### config.mk
export PLATFORM = sky130hd
export DESIGN_NAME = iobus_timer
export DESIGN_NICKNAME = d
export VERILOG_FILES = /design/src/rtl/iobus_timer.sv
export SDC_FILE = /design/constraint.sdc
export NUM_CORES = 1
export LEC_CHECK = 0
export CAP_MARGIN = 20
export CORE_ASPECT_RATIO = 1.4
export CORE_MARGIN = 2
export CORE_UTILIZATION = 55
export DETAILED_ROUTE_END_ITERATION = 6
export PLACE_DENSITY = 0.95
export SKIP_LAST_GASP = 1
export SLEW_MARGIN = 0
export SYNTH_ARGS = -nofsm -noshare
export SYNTH_HDL_FRONTEND = slang
export SYNTH_SLANG_ARGS = --single-unit
### constraint.sdc
create_clock -name CLK -period 5 [get_ports CLK]
set_input_delay 1.25 -clock CLK [delete_from_list [all_inputs] [get_ports CLK]]
set_output_delay 1.25 -clock CLK [all_outputs]
set_load 0.02 [all_outputs]
### src/rtl/iobus_timer.sv
// iobus_timer: memory-mapped countdown timer on the OTTER IOBUS.
// CTRL/LOAD/COUNT/STATUS at BASE_ADDR+0x0..0xC, level interrupt on expiry.
module iobus_timer #(
    parameter logic [31:0] BASE_ADDR = 32'h1100_0100,
    parameter int          PRESCALE  = 1
) (
    input  logic        CLK,
    input  logic        RESET_N,
    input  logic [31:0] IOBUS_ADDR,
    input  logic [31:0] IOBUS_OUT,
    input  logic        IOBUS_WR,
    output logic [31:0] IOBUS_IN,
    output logic        SEL,
    output logic        INTR
);

    localparam int PW = (PRESCALE > 1) ? $clog2(PRESCALE) : 1;

    localparam logic [1:0] ST_IDLE = 2'd0;
    localparam logic [1:0] ST_RUN  = 2'd1;
    localparam logic [1:0] ST_DONE = 2'd2;

    logic [2:0]    r_ctrl;   // [0]EN [1]AR [2]IE
    logic [31:0]   r_load;
    logic [31:0]   r_count;
    logic          r_exp;
    logic [1:0]    r_state;
    logic [PW-1:0] r_presc;

    logic          w_sel;
    logic          w_we;
    logic [1:0]    w_off;
    logic          w_wr_ctrl, w_wr_load, w_wr_count, w_wr_stat;
    logic          w_en_on, w_en_off;
    logic          w_tick;
    logic          w_expire;
    logic [1:0]    w_state_nxt;
    logic [31:0]   w_count_nxt;
    logic [31:0]   w_rdata;
    logic          w_unused;

    // Byte-lane bits are don't-care: word access only.
    assign w_unused   = ^IOBUS_ADDR[1:0];

    assign w_sel      = (IOBUS_ADDR[31:4] == BASE_ADDR[31:4]);
    assign w_we       = IOBUS_WR & w_sel;
    assign w_off      = IOBUS_ADDR[3:2];
    assign w_wr_ctrl  = w_we && (w_off == 2'd0);
    assign w_wr_load  = w_we && (w_off == 2'd1);
    assign w_wr_count = w_we && (w_off == 2'd2);
    assign w_wr_stat  = w_we && (w_off == 2'd3);

    // EN only rises from IDLE (EN is 0 there), so the 0->1 test is against the live bit.
    assign w_en_on    = w_wr_ctrl &&  IOBUS_OUT[0] && !r_ctrl[0];
    assign w_en_off   = w_wr_ctrl && !IOBUS_OUT[0];

    assign w_tick     = (r_state == ST_RUN) && (r_presc == PW'(PRESCALE - 1));
    // Expiry is suppressed by a same-cycle COUNT write or by leaving RUN.
    // LOAD=0 lands here like LOAD=1 since COUNT<=1 is the expiry test.
    assign w_expire   = w_tick && !w_en_off && !w_wr_count && (r_count <= 32'd1);

    // Next state and next count; a COUNT write overrides any decrement or reload.
    always_comb begin
        w_state_nxt = r_state;
        w_count_nxt = r_count;
        case (r_state)
            ST_IDLE: begin
                if (w_en_on) begin
                    w_state_nxt = ST_RUN;
                    w_count_nxt = r_load;
                end
            end
            ST_RUN: begin
                if (w_en_off) begin
                    w_state_nxt = ST_IDLE;
                end else if (w_tick && !w_wr_count) begin
                    if (r_count > 32'd1) begin
                        w_count_nxt = r_count - 32'd1;
                    end else if (r_ctrl[1]) begin
                        w_count_nxt = r_load;   // old LOAD even if LOAD is being written
                    end else begin
                        w_count_nxt = 32'd0;
                        w_state_nxt = ST_DONE;
                    end
                end
            end
            ST_DONE: begin
                if (w_en_off) begin
                    w_state_nxt = ST_IDLE;
                end else if (w_wr_count && (IOBUS_OUT != 32'd0)) begin
                    w_state_nxt = ST_RUN;
                end
            end
            default: w_state_nxt = ST_IDLE;
        endcase
        if (w_wr_count) begin
            w_count_nxt = IOBUS_OUT;
        end
    end

    // FSM state and count register.
    always_ff @(posedge CLK or negedge RESET_N) begin
        if (!RESET_N) begin
            r_state <= ST_IDLE;
            r_count <= 32'd0;
        end else begin
            r_state <= w_state_nxt;
            r_count <= w_count_nxt;
        end
    end

    // Prescaler runs only while staying in RUN; anything else parks it at 0.
    always_ff @(posedge CLK or negedge RESET_N) begin
        if (!RESET_N) begin
            r_presc <= '0;
        end else if ((r_state == ST_RUN) && (w_state_nxt == ST_RUN)) begin
            r_presc <= w_tick ? '0 : r_presc + PW'(1);
        end else begin
            r_presc <= '0;
        end
    end

    // Software-written CTRL and LOAD; reserved CTRL bits are dropped.
    always_ff @(posedge CLK or negedge RESET_N) begin
        if (!RESET_N) begin
            r_ctrl <= 3'd0;
            r_load <= 32'd0;
        end else begin
            if (w_wr_ctrl) r_ctrl <= IOBUS_OUT[2:0];
            if (w_wr_load) r_load <= IOBUS_OUT;
        end
    end

    // Sticky expiry flag; a set in the same cycle beats a W1C clear.
    always_ff @(posedge CLK or negedge RESET_N) begin
        if (!RESET_N) begin
            r_exp <= 1'b0;
        end else if (w_expire) begin
            r_exp <= 1'b1;
        end else if (w_wr_stat && IOBUS_OUT[0]) begin
            r_exp <= 1'b0;
        end
    end

    // Combinational read mux, no read side effects.
    always_comb begin
        w_rdata = 32'd0;
        case (w_off)
            2'd0:    w_rdata = {29'd0, r_ctrl};
            2'd1:    w_rdata = r_load;
            2'd2:    w_rdata = r_count;
            default: w_rdata = {31'd0, r_exp};
        endcase
    end

    assign IOBUS_IN = w_sel ? w_rdata : 32'd0;
    assign SEL      = w_sel;
    assign INTR     = r_exp & r_ctrl[2];

endmodule
==> summary.txt, run 1 <==
Power
  • Internal power: between 0.001 and 0.0015 W
  • Clock power frac: about half
  • Sw Ratio: between 20% and 30%
  • Net Sw Power: ~0.0003 W
  • LEAKAGE: roughly 2.5 nW
  • Sequential power share: between 40% and 50%
  • Peak VDD IR: 208 uV
  • Gate power share: about 7%
  • Cell Pwr Density: about 230 nW/um2

Placement
  • GPL Wtd Cong: 0.951
  • Post-DP HPWL: between 9000 and 10000 um
  • IO buf count: between 90 and 100

Finish
  • Share of cells above drive strength 1: 13.5%
  • Area grow syn2layout: 30.8%
  • # nets final: roughly 670
  • ANT cells: 0

Die
  • Initial core utilization: a little under three fifths
  • Die area: just over 9000 um2
  • DIE WIDTH: slightly above 80 um
  • Core box area: just over 8000 um2
  • Die Y: between 100 and 150 um
  • Num ports: slightly above 100
  • Placement row count: 39

CTS
  • H-tree depth: 3
  • CTS sink count: 71
  • Clk slew on worst S/H paths: 0.06 ns
  • Total CTS buffers: 9
  • Worst-Skew Late Latency: approximately 0.35 ns
  • Hold-fix buffers, CTS: 0
  • Clk root buf: clkbuf_16
  • CTS max path bufs: 2
  • CTS tree: done

Setup path
  • Critical Path Source Type: primary input
  • Reg2Reg Setup Slack: roughly 1.1 ns
  • Worst EP required: approximately 3.8 ns
  • RR Endpoint: r_count[13]$_DFFE_PN0P_
  • R2r worst-path depth: 6
  • Type of the worst setup path: primary input to output pin
  • Worst Path Max Fanout: 21
  • Reg-to-Reg Start: r_count[2]$_DFFE_PN0P_
  • Crit path DAT: between 3 and 4 ns
  • CP endpoint kind: output pin

Routing
  • Drt pass-1 iters: 7
  • Avg Vias per Cell: about 7
  • Routed met3 length: about 1300 um
  • Wirelength, routed: 14900 um
  • Max layer used: met4
  • Routed wire per std cell: 20.9 um
  • Drt drc: 6
  • Routed Antenna Nets: 0
  • Met2 wire len: 7460 um
  • Vias: approximately 4900
  • WL met1: around 5300 um
  • Iteration-0 DRC count of the detailed router: ~830

Run
  • Max-cap check violation count: 0

Min path
  • HP Start: r_ctrl[2]$_DFFE_PN0N_
  • Min-Delay Path Class: register to register
  • Min-Delay Endpoint: r_ctrl[2]$_DFFE_PN0N_
  • Worst hold path cell count: 2

STA
  • Tmin final: approximately 4.8 ns
  • Fin. Hold Viols: 0
  • Max frequency: about 210 MHz
  • Final Hold Slack: 0.499 ns
  • RSZ-0062 raised after global routing: false
  • Setup Viol. Count Final: 0
  • Slew headroom: approximately 29%
  • Total negative slack: 0 ns
  • Fin. max-slew vios: 0
  • Worst Tran Pin Value: between 1 and 1.5 ns
  • Period utilization: 96.8%
  • Clk_skew: about 0.0079 ns

Yosys
  • Distinct cells, synth: 54
  • Post-synth EDFFs: 0
  • Synthesized netlist net count: between 500 and 600
  • Ys Warns: 0
  • Cells after Synth: about 520
  • Async set or reset register ratio after synthesis: 100%
  • Sequential share of the synthesized area: just under 40%
  • Synth Register Bits: 71
  • Synthesized area per cell: a little under 9 um2
  • Mapped Area: 4600 um2
  • Ys flop type: dfrtp_1

Global route
  • Global-route total usage across every layer: 33.4%
  • Pin count of the biggest net entering global routing: 47
  • Grt total ovfl: 0
  • First-pass GRT wire length: about 24000 um
  • Antenna violations before repair: 0
  • Vias in the first global route: approximately 5100

Status
  • Failing checks: design-rule violations
  • Run status: finished, violations left
critical path: stages:
cell,delay (ns)
clkdlybuf4s50_1,0.39
or4_1,0.55
or3_1,0.40
or2_2,0.35
buf_12,0.18
nor2_1,0.12
dlygate4sd2_1,0.35
cell usage in the layout (no fill, tap or decap), types with 9 or more instances in the layout:
cell type and count:
buf_4 12, dlygate4sd2_1 33, dfrtp_1 71, xnor2_1 14, nand4_1 10, clkbuf_16 9
o21ai_1 11, nand2_1 32, o22ai_1 13, mux2_2 32, a22oi_1 38, nor3_1 15
clkdlybuf4s50_1 64, o21ai_0 36, a221oi_1 10, nor2_1 53, a21oi_1 25, nor4_1 19
synth_stat cells (all sizes together) (2+ instances only):
library cell  instances  area (um2)
dfrtp                71        1780
nor2                 53         199
o21ai                48         251
a22oi                39         293
clkbuf               33         124
mux2                 32         360
nand2                32         120
a21oi                25         125
nor4                 19         119
nor3                 16        80.1
xnor2                14         123
o22ai                13        81.3
a221oi               11         103
buf                  11        72.6
nand4                11        75.1
o31ai                 8        60.1
or4                   8        63.8
inv                   7        26.3
xor2                  7        61.3
o2bb2ai               6        52.6
or3                   6        37.5
nand3                 5        25.0
nor2b                 5        31.3
or2                   5        31.3
nor4b                 4        35.0
and2                  3        18.8
nand2b                3        18.8
a211oi                2        15.0
a2bb2oi               2        17.5
and4                  2        17.5
ha                    2        25.0
mux2i                 2        20.0
o41ai                 2        17.5
how the worst max path moves through the flow:
stage | from | endpoint | slack (ns)
after floorplan | IOBUS_ADDR[21] | IOBUS_IN[10] | 0.58
after global placement | IOBUS_ADDR[21] | IOBUS_IN[8] | -0.07
after detailed placement | IOBUS_ADDR[21] | IOBUS_IN[1] | -0.12
after CTS | IOBUS_ADDR[21] | IOBUS_IN[1] | 0.15
after global routing | IOBUS_ADDR[21] | IOBUS_IN[9] | 0.04
final | IOBUS_ADDR[21] | IOBUS_IN[1] | 0.16
registers in the layout (all words and copies together) (netlist names):
| name | count |
|---|---|
| r_presc | 1 |
| r_exp | 1 |
| r_state | 2 |
| r_load | 32 |
| r_count | 32 |
| r_ctrl | 3 |
kinds of logic (layout without fill, tap and decap cells):
| group | after synthesis | in the layout | synth area share [%] |
|---|---|---|---|
| mux | 35 | 35 | 8.75 |
| simple gates | 177 | 177 | 19.9 |
| fa+ha+maj | 2 | 2 | 0.544 |
| xor+xnor | 21 | 21 | 4.00 |
| other cells | 1 | 1 | 0.0815 |
| flops | 71 | 71 | 38.6 |
| buf+inv | 51 | 138 | 4.84 |
| compound gates | 163 | 163 | 23.3 |
repair_timing:
action	4_1_cts	5_1_grt
gates resized for setup	33	0
buffers inserted	0	0
endpoints found under the setup margin	33	0
layer usage:
layer | track usage [%] | vias up
li1 | - | 2140
met1 | 39.0 | 2302
met2 | 54.4 | 388
met3 | 6.27 | 100
met4 | 22.8 | 0
met5 | 0 | -
stage by stage:
stage | util, % | std cells | cell area, um2 | power [W] | setup slack (ns)
final | 73.9 | 710 | 6020 | 0.00140 | 0.161
after global routing | 73.9 | 710 | 6020 | 0.00144 | 0.0384
after CTS | 73.7 | 709 | 6000 | 0.00140 | 0.147
after detailed placement | 70.0 | 693 | 5700 | 0.000681 | -0.118
after global placement | 70.0 | 693 | 5700 | 0.000679 | -0.0708
after floorplan | - | 521 | 4600 | 0.000601 | 0.577
layout make-up:
class / instances / area, um2
clock inverter: 4 / 76.3
sequential: 71 / 1780
timing repair buffer: 115 / 1120
inverter: 7 / 26.3
multi-input combinational: 399 / 2620
fill: 593 / 2130
tap: 102 / 128
clock buffer: 12 / 267
power by group through the flow:
| stage | sequential, W | combinational, W | clock, W |
|---|---|---|---|
| 4_1_cts | 0.000575 | 0.0000958 | 0.000729 |
| 5_1_grt | 0.000575 | 0.000104 | 0.000756 |
| 6_report | 0.000575 | 0.0000988 | 0.000729 |
| 3_5_place_dp | 0.000586 | 0.0000949 | 0 |
| 2_1_floorplan | 0.000586 | 0.0000151 | 0 |
| 3_3_place_gp | 0.000586 | 0.0000931 | 0 |
No activity file was read; power rests on OpenSTA's default activity.
==> run 2: changes to the inputs <==
--- a/config.mk
+++ b/config.mk
@@ -7,10 +7,10 @@
 export LEC_CHECK = 0
 export CAP_MARGIN = 20
 export CORE_ASPECT_RATIO = 1.4
-export CORE_MARGIN = 2
 export CORE_UTILIZATION = 55
 export DETAILED_ROUTE_END_ITERATION = 6
 export PLACE_DENSITY = 0.95
+export SKIP_CTS_REPAIR_TIMING = 1
 export SKIP_LAST_GASP = 1
 export SLEW_MARGIN = 0
 export SYNTH_ARGS = -nofsm -noshare
==> summary.txt, run 2 (synthesis results as in run 1) <==
Power
  • Cell Pwr Density: 224 nW/um2 (-4.0%)
  • Peak VDD IR: 197 uV (-5.6%)
  • LEAKAGE: 2.96 nW (+18%)
  • PnR Total Power: 0.00137 W (-2.5%)

Placement
  • Post-DP HPWL: 9860 um (-0.99%)
  • GPL Wtd Cong: 0.929 (-2.3%)
  • Pre-CTS WS: -0.106 ns (+0.0121 ns)
  • IO buf count: 98 (unchanged)

CTS
  • CTS max path bufs: 2 (unchanged)
  • H-tree depth: 3 (unchanged)
  • CTS sink count: 71 (unchanged)
  • CTS tree: done
  • Worst-Skew Late Latency: 0.34 ns (about the same)
  • Clk slew on worst S/H paths: 0.06 ns (about the same)
  • Total CTS buffers: 9 (unchanged)
  • Clk root buf: clkbuf_16

Global route
  • GRT busiest layer: met2
  • GRT met1 Usage: 40.9% (+1.9 points)
  • First-pass GRT wire length: 23700 um (-0.61%)
  • Grt total ovfl: 0 (unchanged)
  • Vias in the first global route: 4913 (-3.2%)
  • Met3 Usage GRT: 5.43% (-0.84 points)
  • Global-route total usage across every layer: 35.3% (+1.9 points)
  • Antenna violations before repair: 0 (unchanged)
  • Met2 Usage GRT: 60.0% (+5.6 points)
  • Pin count of the biggest net entering global routing: 49 (+4.3%)

Min path
  • Min-Delay Endpoint: r_ctrl[2]$_DFFE_PN0N_
  • HP Start: r_ctrl[2]$_DFFE_PN0N_
  • Min-Delay Path Class: register to register
  • Worst hold path cell count: 2 (unchanged)

STA
  • Setup Viol. Count Final: 0 (unchanged)
  • Period utilization: 95.4% (-1.4 points)
  • Slew headroom: 24.5% (-4.6 points)
  • Max frequency: 210 MHz (+1.4%)
  • Clk_skew: 0.00759 ns (-0.000351 ns)
  • RSZ-0062 raised after global routing: false
  • Fin. Hold Viols: 0 (unchanged)
  • Final Hold Slack: 0.523 ns (+0.0243 ns)
  • Worst setup margin: 0.229 ns (+0.0679 ns)
  • Worst Tran Pin Value: 1.13 ns (+0.0693 ns)
  • Fin. max-slew vios: 0 (unchanged)
  • Tmin final: 4.77 ns (-0.0679 ns)

Setup path
  • Crit path DAT: 3.52 ns (-0.07 ns)
  • Reg2Reg Setup Slack: 1.24 ns (+0.18 ns)
  • RR Endpoint: r_count[13]$_DFFE_PN0P_
  • Worst Path Max Fanout: 21 (unchanged)
  • Worst EP required: 3.75 ns (about the same)
  • Reg-to-Reg Start: r_count[18]$_DFFE_PN0P_
  • CP endpoint kind: output pin
  • R2r worst-path depth: 6 (unchanged)
  • Critical Path Source Type: primary input
  • Type of the worst setup path: primary input to output pin

Run
  • Max-cap check violation count: 0 (unchanged)

Finish
  • Area grow syn2layout: 32.8%
  • Commonest non-fill, non-tap cell in the layout: dfrtp_1
  • # nets final: 673 (+0.15%)
  • Commonest non-fill, non-tap cells in the layout: 71 x dfrtp_1, 64 x clkdlybuf4s50_1, 53 x nor2_1
  • Regs by FF count: r_count x32, r_load x32, r_ctrl x3
  • Share of cells above drive strength 1: 13.2% (-0.33 points)
  • ANT cells: 0 (unchanged)

Die
  • DIE WIDTH: 79.3 um (-2.5%)
  • Placement row count: 39 (unchanged)
  • Die Y: 110 um (-1.8%)
  • Core box area: 8150 um2 (unchanged)
  • Die area: 8740 um2 (-4.2%)
  • Num ports: 101 (unchanged)
  • Initial core utilization: 56.5% (unchanged)

Routing
  • Routed wire per std cell: 21.3 um (+1.7%)
  • Routed Antenna Nets: 0 (unchanged)
  • Drt pass-1 iters: 7 (unchanged)
  • Avg Vias per Cell: 7.01 (+1.0%)
  • Wirelength, routed: 15100 um (+1.7%)
  • Drt drc: 1 (-5)
  • Vias: 4980 (+1.0%)
  • Iteration-0 DRC count of the detailed router: 744 (-11%)

Status
  • Run status: finished, violations left
  • Failing checks: design-rule violations
-- run 2: cell types whose count changed in the layout (fill, tap and decap cells not counted), sizes merged --
cell          delta
dlymetal6s2s    +33
clkinv           -1
dlygate4sd2     -33
buf              +1
-- run 2: worst max-delay path by stage --
stage	slack, ns	startpoint	cells past startpoint	endpoint
finish	0.23	IOBUS_ADDR[21]	7	IOBUS_IN[10]
global route	0.14	IOBUS_ADDR[13]	7	IOBUS_IN[10]
CTS	-0.14	IOBUS_ADDR[13]	7	IOBUS_IN[10]
detailed placement	-0.11	IOBUS_ADDR[21]	7	IOBUS_IN[10]
global placement	-0.07	IOBUS_ADDR[21]	7	IOBUS_IN[8]
floorplan	0.58	IOBUS_ADDR[21]	6	IOBUS_IN[10]
-- run 2: stage by stage --
step | TNS (ns) | utilization (%) | instances | instance area, um2
global route | 0 | 75.0 | 710 | 6110
floorplan | 0 | - | 521 | 4600
CTS | -2.51 | 73.7 | 709 | 6010
finish | 0 | 75.0 | 710 | 6110
global placement | -1.92 | 69.9 | 694 | 5700
detailed placement | -1.91 | 69.9 | 694 | 5700
-- run 2: power breakdown --
group          internal [W]  total (W)  switching [W]
combinational     0.0000529  0.0000978      0.0000449
clock              0.000448   0.000694       0.000246
sequential         0.000575   0.000575    0.000000213
total               0.00108    0.00137       0.000291
-- run 2: routing by layer --
layer,vias to the layer above,wire length (um)
li1,2131,-
met1,2350,5310
met2,396,7580
met3,103,1420
met4,0,815
met5,-,0
-- run 2: cell type report --
cell class	instances	area [um2]
multi-input cells	399	2620
fillers	558	2040
flip-flops and latches	71	1780
repair buffers	116	1240
clock buffers	12	246
well taps	102	128
clock inverters	3	67.6
inverters	7	26.3
-- run 2: critical path, cell delays in order --
cell	delay, ns
clkdlybuf4s50_1	0.39
or4_1	0.54
or3_1	0.41
or2_2	0.35
buf_12	0.18
nor2_1	0.14
dlymetal6s2s_1	0.26
